<file path="src/rtl/vga_timing_gen_pkg.sv">
// vga_timing_pkg
//   Shared constants for the VGA timing generator. The defaults describe
//   800x600@60 Hz with a 40 MHz pixel clock. The package also holds the
//   derived line/frame totals, the packed sync bundle and the clog2 helper
//   that sizes the counters.
package vga_timing_pkg;

    localparam int unsigned DEF_H_VIS  = 800;
    localparam int unsigned DEF_H_FP   = 40;
    localparam int unsigned DEF_H_SYNC = 128;
    localparam int unsigned DEF_H_BP   = 88;
    localparam int unsigned DEF_V_VIS  = 600;
    localparam int unsigned DEF_V_FP   = 1;
    localparam int unsigned DEF_V_SYNC = 4;
    localparam int unsigned DEF_V_BP   = 23;
    localparam bit          DEF_H_POL  = 1'b1;
    localparam bit          DEF_V_POL  = 1'b1;

    localparam int unsigned DEF_H_TOT = DEF_H_VIS + DEF_H_FP + DEF_H_SYNC + DEF_H_BP;
    localparam int unsigned DEF_V_TOT = DEF_V_VIS + DEF_V_FP + DEF_V_SYNC + DEF_V_BP;

    // Raw (active-high, undelayed) sync/enable bundle carried by the delay line.
    typedef struct packed {
        logic hs;
        logic vs;
        logic de;
    } sync_t;

    // Bits needed to hold 0..v-1. Never returns less than 1.
    function automatic int unsigned clog2(input int unsigned v);
        int unsigned r;
        int unsigned x;
        r = 0;
        x = (v > 0) ? v - 1 : 0;
        while (x > 0) begin
            r = r + 1;
            x = x >> 1;
        end
        return (r == 0) ? 1 : r;
    endfunction

endpackage

</file>
<file path="src/rtl/vga_timing_gen_sync_delay.sv">
// vga_sync_delay
//   WIDTH x DEPTH shift register with an asynchronous active-low clear.
//   DEPTH = 0 is a straight wire.
//   Ports:
//     clk_i   clock
//     rst_ni  async active-low clear (all stages go to 0)
//     d_i     data in  [WIDTH-1:0]
//     q_o     data out [WIDTH-1:0], d_i delayed by DEPTH clocks
module vga_sync_delay #(
    parameter int unsigned WIDTH = 3,
    parameter int unsigned DEPTH = 1
) (
    input  logic             clk_i,
    input  logic             rst_ni,
    input  logic [WIDTH-1:0] d_i,
    output logic [WIDTH-1:0] q_o
);

    if (DEPTH == 0) begin : g_bypass
        logic unused_clk_rst;
        assign unused_clk_rst = clk_i ^ rst_ni;
        assign q_o = d_i;
    end else begin : g_pipe
        logic [DEPTH-1:0][WIDTH-1:0] stage_q;

        always_ff @(posedge clk_i or negedge rst_ni) begin
            if (!rst_ni) begin
                stage_q <= '0;
            end else begin
                stage_q[0] <= d_i;
                for (int i = 1; i < int'(DEPTH); i++) begin
                    stage_q[i] <= stage_q[i-1];
                end
            end
        end

        assign q_o = stage_q[DEPTH-1];
    end

endmodule

</file>
<file path="src/rtl/vga_timing_gen.sv">
// vga_timing_gen
//   VGA raster timing. The free-running h/v counters are the only state of
//   the raster. The sync and display-enable decodes are delayed by PIPE_DLY
//   so that they line up with the pixel generator's registered RGB. The
//   status strobes are not delayed and stay aligned with col/row.
//   Ports:
//     clk          pixel clock
//     rst_n        async active-low reset
//     enable       run raster; low forces counters to (0,0) and syncs idle
//     col, row     current h/v count, zero-extended to 32 bits
//     hsync,vsync  syncs with polarity H_POL/V_POL, delayed PIPE_DLY
//     de           display enable, delayed PIPE_DLY
//     line_start   h_cnt==0 (undelayed)
//     frame_start  h_cnt==0 && v_cnt==0 (undelayed)
//     vblank       v_cnt >= V_VIS (undelayed)
module vga_timing_gen
    import vga_timing_pkg::*;
#(
    parameter int unsigned H_VIS    = DEF_H_VIS,
    parameter int unsigned H_FP     = DEF_H_FP,
    parameter int unsigned H_SYNC   = DEF_H_SYNC,
    parameter int unsigned H_BP     = DEF_H_BP,
    parameter int unsigned V_VIS    = DEF_V_VIS,
    parameter int unsigned V_FP     = DEF_V_FP,
    parameter int unsigned V_SYNC   = DEF_V_SYNC,
    parameter int unsigned V_BP     = DEF_V_BP,
    parameter bit          H_POL    = DEF_H_POL,
    parameter bit          V_POL    = DEF_V_POL,
    parameter int unsigned PIPE_DLY = 1
) (
    input  logic        clk,
    input  logic        rst_n,
    input  logic        enable,
    output logic [31:0] col,
    output logic [31:0] row,
    output logic        hsync,
    output logic        vsync,
    output logic        de,
    output logic        line_start,
    output logic        frame_start,
    output logic        vblank
);

    localparam int unsigned H_TOT = H_VIS + H_FP + H_SYNC + H_BP;
    localparam int unsigned V_TOT = V_VIS + V_FP + V_SYNC + V_BP;
    localparam int unsigned HW    = clog2(H_TOT);
    localparam int unsigned VW    = clog2(V_TOT);

    localparam logic [HW-1:0] H_LAST = HW'(H_TOT - 1);
    localparam logic [VW-1:0] V_LAST = VW'(V_TOT - 1);

    // Parameter sanity, caught at elaboration.
    if (PIPE_DLY > 7) begin : g_err_dly
        $error("vga_timing_gen: PIPE_DLY must be 0..7");
    end
    if (H_VIS == 0 || V_VIS == 0 || H_SYNC == 0 || V_SYNC == 0) begin : g_err_zero
        $error("vga_timing_gen: visible area and sync widths must be non-zero");
    end
    if (H_VIS + H_FP + H_SYNC > H_TOT || V_VIS + V_FP + V_SYNC > V_TOT) begin : g_err_wrap
        $error("vga_timing_gen: sync region crosses the counter wrap");
    end
    if (HW >= 32 || VW >= 32) begin : g_err_width
        $error("vga_timing_gen: line/frame totals too large for 32-bit coordinates");
    end

    logic [HW-1:0] h_cnt_q, h_cnt_d;
    logic [VW-1:0] v_cnt_q, v_cnt_d;

    always_comb begin
        h_cnt_d = h_cnt_q;
        v_cnt_d = v_cnt_q;
        if (!enable) begin
            h_cnt_d = '0;
            v_cnt_d = '0;
        end else if (h_cnt_q == H_LAST) begin
            h_cnt_d = '0;
            v_cnt_d = (v_cnt_q == V_LAST) ? '0 : v_cnt_q + VW'(1);
        end else begin
            h_cnt_d = h_cnt_q + HW'(1);
        end
    end

    always_ff @(posedge clk or negedge rst_n) begin
        if (!rst_n) begin
            h_cnt_q <= '0;
            v_cnt_q <= '0;
        end else begin
            h_cnt_q <= h_cnt_d;
            v_cnt_q <= v_cnt_d;
        end
    end

    assign col = {{(32-HW){1'b0}}, h_cnt_q};
    assign row = {{(32-VW){1'b0}}, v_cnt_q};

    // rst_n is folded in so that the undelayed outputs (and the PIPE_DLY=0
    // syncs) read inactive while reset is held, even though the counters
    // sit at (0,0), which would otherwise decode as a visible frame start.
    logic run;
    assign run = enable & rst_n;

    sync_t raw, dly;
    assign raw.hs = run && (col >= H_VIS + H_FP) && (col < H_VIS + H_FP + H_SYNC);
    assign raw.vs = run && (row >= V_VIS + V_FP) && (row < V_VIS + V_FP + V_SYNC);
    assign raw.de = run && (col < H_VIS) && (row < V_VIS);

    vga_sync_delay #(
        .WIDTH(3),
        .DEPTH(PIPE_DLY)
    ) u_dly (
        .clk_i (clk),
        .rst_ni(rst_n),
        .d_i   (raw),
        .q_o   (dly)
    );

    assign hsync = dly.hs ^ ~H_POL;
    assign vsync = dly.vs ^ ~V_POL;
    assign de    = dly.de;

    assign line_start  = run && (h_cnt_q == '0);
    assign frame_start = line_start && (v_cnt_q == '0);
    assign vblank      = (row >= V_VIS);

endmodule

</file>
<file path="config.mk">
export PLATFORM = sky130hd
export DESIGN_NAME = vga_timing_gen
export DESIGN_NICKNAME = d
export VERILOG_FILES = /design/src/rtl/vga_timing_gen_pkg.sv /design/src/rtl/vga_timing_gen_sync_delay.sv /design/src/rtl/vga_timing_gen.sv
export SDC_FILE = /design/constraint.sdc
export NUM_CORES = 1
export LEC_CHECK = 0
export BUFFER_PORTS_ARGS = -buffer_cell sky130_fd_sc_hd__buf_2
export CAP_MARGIN = 20
export CORE_ASPECT_RATIO = 0.5
export CORE_MARGIN = 4
export CORE_UTILIZATION = 35
export DETAILED_ROUTE_END_ITERATION = 8
export GPL_TIMING_DRIVEN = 0
export PLACE_DENSITY_LB_ADDON = 0.12
export SYNTH_ARGS = -nofsm -noshare
export SYNTH_HDL_FRONTEND = slang
export SYNTH_SLANG_ARGS = --single-unit
</file>
<file path="constraint.sdc">
create_clock -name clk -period 3.3 [get_ports clk]
set_input_delay 0 -clock clk [delete_from_list [all_inputs] [get_ports clk]]
set_output_delay 0 -clock clk [all_outputs]
set_load 0.1 [all_outputs]
</file>
### After elaboration in Yosys (flattened, before gate mapping)

Cells that the tools add are included.
Widths: inputs -> output; s select.

| operators by class | value |
|---|---|
| add/subtract/negate cells | 2 |
| order comparisons | 7 |
| equal/unequal tests | 3 |
| multiplexer cells | 5 |
| bitwise gates (word level) | 1 |
| reductions and logical operators | 10 |

Operators with widths:

| kind | number |
|---|---|
| $mux 10 | 3 |
| $lt 11x10->1 const B | 2 |
| $mux 11 | 2 |
| $ge 10x10->1 const B | 2 |
| $lt 10x10->1 const B | 2 |
| $add 11x1->11 const B | 1 |
| $eq 11x11->1 const B | 1 |
| $ge 11x10->1 const B | 1 |
| $logic_not 11->1 | 1 |
| $add 10x1->10 const B | 1 |
| $eq 10x10->1 const B | 1 |
| $logic_not 10->1 | 1 |
| $logic_and 1x1->1 | 8 |
| $ne 2x1->1 const B | 1 |
| $and 1x1->1 | 1 |

| storage, ports and cells | value |
|---|---|
| register bits | 24 |
| logic and storage cells | 31 |

### Longest topological paths before layout

Gate-level depths: netlist of the first run.

| depth | value |
|---|---|
| word-level depth | 4 |
| gate-level depth with buffers | 6 |

### Cells and area by module

A second synthesis of the first run with hierarchy kept.

| second synthesis, totals | value |
|---|---|
| cell total of the unflattened synthesis | 189 |
| area, all modules | 1702.9 um^2 |

By module, submodules not included:

| module | times used | cells an instance | area an instance (um^2) |
|---|---|---|---|
| vga_timing_gen | 1 | 186 | 1627.8 |
| vga_sync_delay | 1 | 3 | 75.1 |

### Worst setup path before layout of the first run

OpenSTA, ideal clock, no wires.

| path | value |
|---|---|
| kind | reg-to-reg |
| start | register v_cnt_q[3] |
| end | register u_dly.g_pipe.stage_q, in the netlist u_dly.q_o[0] |
| setup time | 0.240 ns |
| arrival | 3.826 ns |
| setup slack | -0.767 ns |
| cell stages (with the launch flop) | 5 |
| buffers on the path | 0 |
| clock period less this slack | 4.067 ns |
| cells stage by stage | dfrtp_1 > nand2_1 > a21bo_2 > a21boi_0 > nor2_1 |

RTL lines:

| element | RTL line | text |
|---|---|---|
| start: declaration | vga_timing_gen.sv:67 | `logic [VW-1:0] v_cnt_q, v_cnt_d;` |
| start signal: assignment | vga_timing_gen.sv:89 | `v_cnt_q <= v_cnt_d;` |
| end signal: indexed assignment | vga_timing_gen_sync_delay.sv:32 | `stage_q[i] <= stage_q[i-1];` |
| end: declaration | vga_timing_gen_sync_delay.sv:24 | `logic [DEPTH-1:0][WIDTH-1:0] stage_q;` |

### Worst setup path in the final report of the first run

| path | value |
|---|---|
| start | input port rst_n |
| end | output port frame_start |

| between the ends | value |
|---|---|
| longest elaborated chain between the ends | 3 |

Ends and longest elaborated chain:

| element | RTL line | text |
|---|---|---|
| start: declaration | vga_timing_gen.sv:32 | `input logic rst_n,` |
| $and 1x1->1 | vga_timing_gen.sv:100 | `assign run = enable & rst_n;` |
| $logic_and 1x1->1 | vga_timing_gen.sv:121 | `assign line_start = run && (h_cnt_q == '0);` |
| $logic_and 1x1->1 | vga_timing_gen.sv:122 | `assign frame_start = line_start && (v_cnt_q == '0);` |
| end: declaration | vga_timing_gen.sv:40 | `output logic frame_start,` |

No other way between the ends.

==> run metrics, run 1 <==
worst endpoint required time=between 3 and 4 ns; hold endpoint=u_dly.q_o[2]; CTS Buffer Depth=2; setup tns final=0 ns; fin crit share=0.6767; placed instance count=333; Synth-to-Final Area Change=24.80%; Synth Area per Inst=8.982 um^2; peak supply drop=0.1504 mV; Reg clk slew, reported paths=0.09 ns; Crit-path slowest cell=dlygate4sd3_1; Initial Utilization=0.3814; IO Pins=73; Detailed Routing Iterations Pass 1=4; Placer Congestion=~0.85; dpl hpwl=3052 um; Ant. Diodes=0; layout cell share with drive strength beyond 1=0.3395; clock tree from TritonCTS=yes; Post-DRT Antenna Nets=0; final hold slack=0.09002 ns; fill cell count=451; Die H=58.15 um; Max Fclk=between 400 and 500 MHz; drt wl/cell=11.74 um; top cells by area, synth=dfrtp_1 (34%), buf_4 (19%), ha_1 (4.3%); Critical Path Start=rst_n; Slew HR=0.5673; row count=17; via count=1498; Skew-Pair Late Insertion Delay=0.27 ns; largest net degree at the start of global routing=26; Synth Warn #=0; Total GRT Usage=0.1282; crit end category=output port; die area=6297 um^2; post-synthesis async set-or-reset flop share=1.000; reg2reg start=h_cnt_q[0]; WP data arrival=2.23 ns; Die Wd=108.3 um; I/O Buffers=29; ys flop type=dfrtp_1; Final nets=282; Pleak=1.124 nW; RSZ-0062 raised after global routing=no; Root Buffer=clkbuf_8; drt total wl=3956 um; Tightest Pin Transition=between 0.6 and 0.7 ns; Post-CTS Setup Bufs=0; hold violation count in the final report=0; crit-path max FO=25; most common cell in the netlist=buf_4; Pins Over Slew Limit=0; min-delay worst type=in2reg; Num CTS Buffers=3; Hold Path Depth=3; Worst Reg-to-Reg Cells=6; pwr dens=370.1 nW/um^2; cell mode on critical path=buf_2; CTS resizes=0; commonest cells in the netlist=buf_4 (45), dfrtp_1 (24), nor2_1 (15), inv_1 (12); EDFF count, synth=0; Vias/cell=4.445; Yosys reg bits=24; Sink Count=24; startpoint types=input port; initial antenna violation count=0; CORE AREA=roughly 4600 um^2; Synth top area share=0.3412; final setup fails=0; grt ovf=0; worst reg2reg setup slack=1.27 ns; synthesized cell area=between 1500 and 2000 um^2; hold path start=enable; Crit Path Class=in2out; vias in the first global route=1375; Final Cell Area=2197 um^2; sequential area share after synthesis=0.3412; number of max-cap violations=0; H-tree Lvls=1; Post-Synthesis Cells=just under 200; Unique masters post-synth=46; Detailed Route Iter0 Violations=31; CP max stage delay=0.51 ns; first-pass GRT wire length=6382 um; clock skew=~0.0023 ns; Final Non-Filler Cells=roughly 340; DRC=0; worst path cell trace=dlygate4sd3_1 > buf_2 > nand2_1 > nor2_1 > and4_2 > and4_1 > buf_2; Synth area leader=dfrtp_1; Final min period=2.233 ns; number of hold buffers added after cts=1; placed cell areas=~2100 um^2; reg-to-reg endpoint=v_cnt_q[6]; status=completed
where the power goes:
group	internal (mW)	switching [mW]	leakage, nW
combinational	0.0501	0.282	0.771
clock	0.0818	0.0984	0.0216
sequential	0.297	0.00341	0.332
metal layers:
layer,global-route usage,routed length (um)
met1,0.1626,1798
met2,0.2147,1790
met3,0.03448,331
met4,0.04137,36
met5,0,0
cell type report:
cell class	count	area, um^2	share of cell area
clock buffer	3	41.29	0.01879
tap	66	82.58	0.03759
inverter	12	45.04	0.02050
sequential	24	600.6	0.2733
multi-input combinational	154	907.1	0.4129
timing repair buffer	30	155.1	0.07062
buffer	48	365.4	0.1663
kinds of logic after synthesis:
logic type | count (synthesis) | share of synthesized area
buffers and inverters | 60 | 0.2331
xor gates and xnor gates | 9 | 0.04478
AOI/OAI and AO/OA | 30 | 0.1230
adders and majority gates | 6 | 0.04264
other | 1 | 0.002130
DFF | 24 | 0.3412
and+or+nand+nor | 66 | 0.2132
worst max path at each step:
| stage | end | slack (ns) |
|---|---|---|
| final | frame_start | 1.07 |
| after global routing | frame_start | 0.83 |
| after CTS | frame_start | 0.98 |
| after detailed placement | v_cnt_q[6] | 1.28 |
| after global placement | v_cnt_q[6] | 1.29 |
| after floorplan | u_dly.q_o[0] | 0.03 |
critical path, delay by kind of cell:
family        cells  cell delay, ns
buf+inv           3            1.41
simple gates      4            0.80
cell usage in the layout (no fill, tap or decap), types with 2 or more instances in the layout:
cell type	instances
buf_4	45
conb_1	43
buf_2	30
dfrtp_1	24
nor2_1	15
inv_1	12
nand3_1	10
a21oi_1	10
nand2_1	9
nand4_1	6
xnor2_1	6
ha_1	6
nor4_1	5
o21ai_0	5
or3_1	3
nor3_1	3
xor2_1	3
o31ai_1	3
clkbuf_8	3
buf_6	2
registers in the layout, indices dropped and copies added (netlist names):
register / cells
v_cnt_q: 10
h_cnt_q: 11
u_dly.q_o: 3
stage by stage:
stage	setup WS [ns]	total power, mW	utilization
floorplan	0.03136	0.6157	-
global placement	1.289	0.6357	0.4649
detailed placement	1.275	0.6366	0.4649
CTS	0.9758	0.8187	0.4760
global route	0.8253	0.8400	0.4760
finish	1.067	0.8131	0.4760
(Power assumes the default switching activity.)
==> run 2: changes to the inputs <==
clock period = 1.94 ns   (was 3.3 ns; I/O delays follow)
==> run metrics, run 2 (synthesis gave the netlist of run 1 again) <==
status=completed; crit end category=output port; Sequential Power Share=0.365; Comb power frac=0.411; Max Fclk=approximately 540 MHz; dpl hpwl=3185 um; via count=1495; Total GRT Usage=0.1315; DRC=0; Placer Congestion=0.7972; post-route core utilization=0.5080; Multi-input gate area=965.9 um^2; register area=641.9 um^2; first-pass GRT wire length=6561 um; CTS Buffer Depth=2; Post-DRT Antenna Nets=0; worst endpoint required time=1.94 ns; RSZ-0062 raised after global routing=no; largest net degree at the start of global routing=25; die area=~6300 um^2; Initial Utilization=0.3814; Vias/cell=4.397; pwr dens=603.5 nW/um^2; initial antenna violation count=0; number of max-cap violations=0; Ant. Diodes=0; drt wl/cell=11.97 um; max reg flops=11; Pins Over Slew Limit=0; commonest cells after routing, fill and taps aside=buf_4 (45), conb_1 (43), buf_2 (28), nor2_1 (15), dfrtp_2 (15); grt ovf=0; Sink Count=24; Most Used Layer, Global Route=met2; H-tree Lvls=1; Final nets=284; row count=17; fill cell count=448; vias in the first global route=1378; met1 Use GR=0.1705; Synth-to-Final Area Change=33.19%; switching power=0.6610 mW; clock tree from TritonCTS=yes; I/O Buffers=29; GR Layer Usage met3=0.03337; peak supply drop=between 0.3 and 0.4 mV; min-delay worst type=in2reg; WP data arrival=about 1.9 ns; Num CTS Buffers=3; Sw Share=0.4671; fin crit share=0.9617; IO Pins=between 70 and 80; layout cell share with drive strength beyond 1=0.4453; crit-path max FO=6; hold violation count in the final report=0; Die Wd=108.3 um; Clk pwr share=0.224; startpoint types=register; Root Buffer=clkbuf_8; Top reg by flops=h_cnt_q; Int Pwr=0.7542 mW; setup tns final=0 ns; Pleak=1.118 nW; final setup fails=0; Die H=just under 60 um; commonest non-fill, non-tap cell in the layout=buf_4; Skew-Pair Late Insertion Delay=0.27 ns; CORE AREA=approximately 4600 um^2; Detailed Routing Iterations Pass 1=4; drt total wl=4071 um; Crit Path Class=reg2out; Detailed Route Iter0 Violations=63; clock skew=0.001189 ns; met2 usage=0.2217; Reg clk slew, reported paths=0.09 ns; Final min period=1.866 ns
==> run 2: cell count changes in the layout (fill, tap and decap cells not counted), sizes merged <==
cell,delta
clkbuf,+1
buf,+2
==> run 2: area by class of cell <==
type	instances	area share
Timing Repair Buffer	32	0.08058
Clock buffer	4	0.01921
Buffer	48	0.1601
Multi-Input combinational cell	154	0.4120
Inverter	12	0.01921
Tap cell	66	0.03522
Sequential cell	24	0.2737
==> run 2: power groups by stage <==
stage / Combinational, mW / Clock [mW] / Sequential, mW
2_1_floorplan: 0.487 / 0 / 0.572
3_3_place_gp: 0.565 / 0 / 0.527
3_5_place_dp: 0.566 / 0 / 0.528
4_1_cts: 0.575 / 0.327 / 0.517
5_1_grt: 0.601 / 0.357 / 0.519
6_report: 0.581 / 0.317 / 0.517
==> run 2: per-stage QoR <==
stage          area [um^2]  hold slack [ns]  setup slack [ns]  instances  total power [mW]
6_report              2345          0.08423           0.07436        340             1.415
2_1_floorplan         2013          -0.2956          -0.04131        238             1.059
5_1_grt               2345          0.09228          0.001138        340             1.476
4_1_cts               2322          0.07369           0.03807        339             1.419
3_5_place_dp          2241          0.02938           0.06525        333             1.093
3_3_place_gp          2241          0.02422           0.06660        333             1.092
==> run 2: repair_timing <==
action,4_1_cts,5_1_grt
setup endpoints to repair,1,7
hold buffers,2,0
endpoints found under the hold margin,24,0
resized for setup,2,3
buffers inserted,0,1
pin swaps,0,1
==> run 2: per-layer routing <==
| layer | vias to the layer above | part of all wire |
|---|---|---|
| li1 | 747 | - |
| met1 | 684 | 0.46 |
| met2 | 60 | 0.46 |
| met3 | 4 | 0.075 |
| met4 | 0 | 0.0064 |
| met5 | - | 0 |
==> run 2: critical path: stages, from the launching register on <==
cell     delay [ns]
dfrtp_4        0.52
inv_1          0.07
ha_1           0.13
nor4b_2        0.19
and4_4         0.26
and4_4         0.21
buf_6          0.22
==> run 2: worst paths after layout <==
check,from,to,slack (ns),cells after the start
setup / recovery,h_cnt_q[0],frame_start,0.07,6
hold / removal,enable,u_dly.q_o[2],0.08,3
setup reg to reg,h_cnt_q[5],h_cnt_q[8],0.09,6
hold reg to reg,h_cnt_q[0],h_cnt_q[0],0.54,1
max in group asynchronous,rst_n,v_cnt_q[3],1.55,3
min in group asynchronous,rst_n,h_cnt_q[5],0.23,3
==> run 3: changes to the inputs <==
ABC_AREA = 1   (was not set)
SETUP_SLACK_MARGIN = 0.1   (was not set)
SLEW_MARGIN = 30   (was not set)
==> run metrics, run 3 <==
Skew-Pair Late Insertion Delay=0.28 ns; Final nets=approximately 340; Top reg by flops=h_cnt_q; worst setup path end=line_start; pwr dens=804.4 nW/um^2; post-route core utilization=0.4778; Post-Synthesis Cells=256; worst endpoint required time=1.94 ns; Critical Path Start=h_cnt_q[0]; most common cell in the netlist=nand2_1; fin crit share=0.8796; Synth area leader=dfrtp_1; Reg clk slew, reported paths=0.09 ns; Post-DRT Antenna Nets=0; RSZ-0062 raised after global routing=yes; top cells by area, synth=dfrtp_1 (32%), buf_4 (17%), nand2_1 (10%); DRC=0; commonest non-fill, non-tap cell in the layout=nand2_1; final setup fails=0; startpoint types=register; post-synthesis async set-or-reset flop share=1.000; drt total wl=4493 um; reg-to-reg endpoint=v_cnt_q[7]; drt wl/cell=roughly 11 um; Max Fclk=586.0 MHz; initial antenna violation count=0; number of max-cap violations=0; Root Buffer=clkbuf_8; Synth Warn #=0; Detailed Routing Iterations Pass 1=4; clock tree from TritonCTS=yes; crit end category=output port; sequential area share after synthesis=0.3230; Crit Path Class=reg2out; Total GRT Usage=0.1449; min-delay worst type=in2reg; commonest cells in the netlist=nand2_1 (52), buf_4 (43), nor2_1 (30), inv_1 (27), dfrtp_1 (24); peak supply drop=0.3669 mV; Worst Reg-to-Reg Cells=5; CTS Buffer Depth=2; Post-CTS Setup Bufs=0; fill cell count=498; ys flop type=dfrtp_1; I/O Buffers=29; hold violation count in the final report=0; dpl hpwl=3408 um; Vias/cell=4.268; EDFF count, synth=0; layout cell share with drive strength beyond 1=0.3303; Synth top area share=0.3230; Final min period=1.706 ns; Num CTS Buffers=3; Final Non-Filler Cells=approximately 400; Die H=59.54 um; Pleak=1.357 nW; Initial Utilization=0.3702; reg2reg start=h_cnt_q[0]; die area=between 6000 and 7000 um^2; largest net degree at the start of global routing=25; via count=1720; IO Pins=73; vias in the first global route=1739; placed instance count=397; H-tree Lvls=1; Synth Area per Inst=7.263 um^2; Yosys reg bits=24; first-pass GRT wire length=7838 um; synthesized cell area=about 1900 um^2; status=completed; clock skew=0.007053 ns; WP data arrival=approximately 1.7 ns; Die Wd=about 110 um; max reg flops=11; Sink Count=24; crit-path max FO=6; row count=18; worst reg2reg setup slack=0.37 ns; Ant. Diodes=0; Unique masters post-synth=27; CORE AREA=5022 um^2; setup tns final=0 ns; Placer Congestion=0.8340; Synth-to-Final Area Change=29.07%; commonest cells after routing, fill and taps aside=nand2_1 (51), buf_4 (43), conb_1 (43), buf_2 (30), nor2_1 (29); Detailed Route Iter0 Violations=around 110; Pins Over Slew Limit=0; grt ovf=0
-- run 3: cell count changes after synthesis, sizes merged, moves of 3 or more --
cell   previous run  this run
a21oi            11         3
and4              3         0
inv              12        30
nand2             9        54
nand3            10        16
nand4             6        13
nor2             15        34
nor3              4        11
nor4              5         1
o31ai             3         0
or3               5         0
xnor2             6         2
-- run 3: final cells by class --
cell class                      instances  area (um^2)  area share
Multi-Input combinational cell        197        968.4      0.4035
Sequential cell                        24        620.6      0.2586
Buffer                                 47        349.1      0.1455
Timing Repair Buffer                   31        187.7     0.07821
Inverter                               30        115.1     0.04797
Tap cell                               70        87.58     0.03650
Clock buffer                            3        41.29     0.01721
Clock inverter                          1        30.03     0.01251
-- run 3: repair_timing --
action	in CTS	in global routing
hold endpoints to repair	24	0
pin swaps	0	1
resized for setup	1	4
endpoints found under the setup margin	1	2
hold buffers	2	0
-- run 3: logic make-up (layout without fill, tap and decap cells) --
group / after synthesis / in the layout / share of synthesized area
other: 1 / 43 / 0.002017
buffers and inverters: 77 / 112 / 0.2497
xor gates and xnor gates: 6 / 6 / 0.02826
adders and majority gates: 6 / 6 / 0.04038
and+or+nand+nor: 129 / 129 / 0.3190
DFF: 24 / 24 / 0.3230
AOI/OAI and AO/OA: 13 / 13 / 0.03768
-- run 3: routing by layer --
| metal | track usage | part of all wire |
|---|---|---|
| met5 | 0 | 0 |
| met4 | 0.03466 | 0.012 |
| met3 | 0.04485 | 0.088 |
| met2 | 0.2672 | 0.46 |
| met1 | 0.1694 | 0.44 |
-- run 3: worst min-delay path by stage --
stage / start / endpoint / slack, ns / cells past startpoint
after floorplan: rst_n / h_cnt_q[0] / -0.30 / 0
after global placement: rst_n / v_cnt_q[2] / 0.04 / 1
after detailed placement: rst_n / v_cnt_q[2] / 0.05 / 1
after CTS: enable / h_cnt_q[4] / 0.04 / 3
after global routing: enable / h_cnt_q[4] / 0.05 / 3
final: enable / h_cnt_q[4] / 0.05 / 3
-- run 3: where the power goes --
group | internal (mW) | total, mW | switching [mW]
registers | 0.533 | 0.579 | 0.0462
clock network | 0.276 | 0.454 | 0.177
logic | 0.149 | 0.898 | 0.749
-- run 3: through the flow --
stage               cell area, um^2  setup WS (ns)  power, mW  hold WS, ns
floorplan                      2052        -0.1429      1.380      -0.2956
global placement               2285         0.3561      1.470      0.04439
detailed placement             2285         0.3593      1.475      0.04735
CTS                            2389         0.1678      1.944      0.03911
global route                   2400        0.09627      2.012      0.04741
finish                         2400         0.2336      1.930      0.04839
-- run 3: critical path, stage by stage (launching register included) --
cell,delay (ns)
dfrtp_2,0.45
inv_1,0.07
ha_1,0.14
nand4_1,0.21
nor2_2,0.13
buf_2,0.43
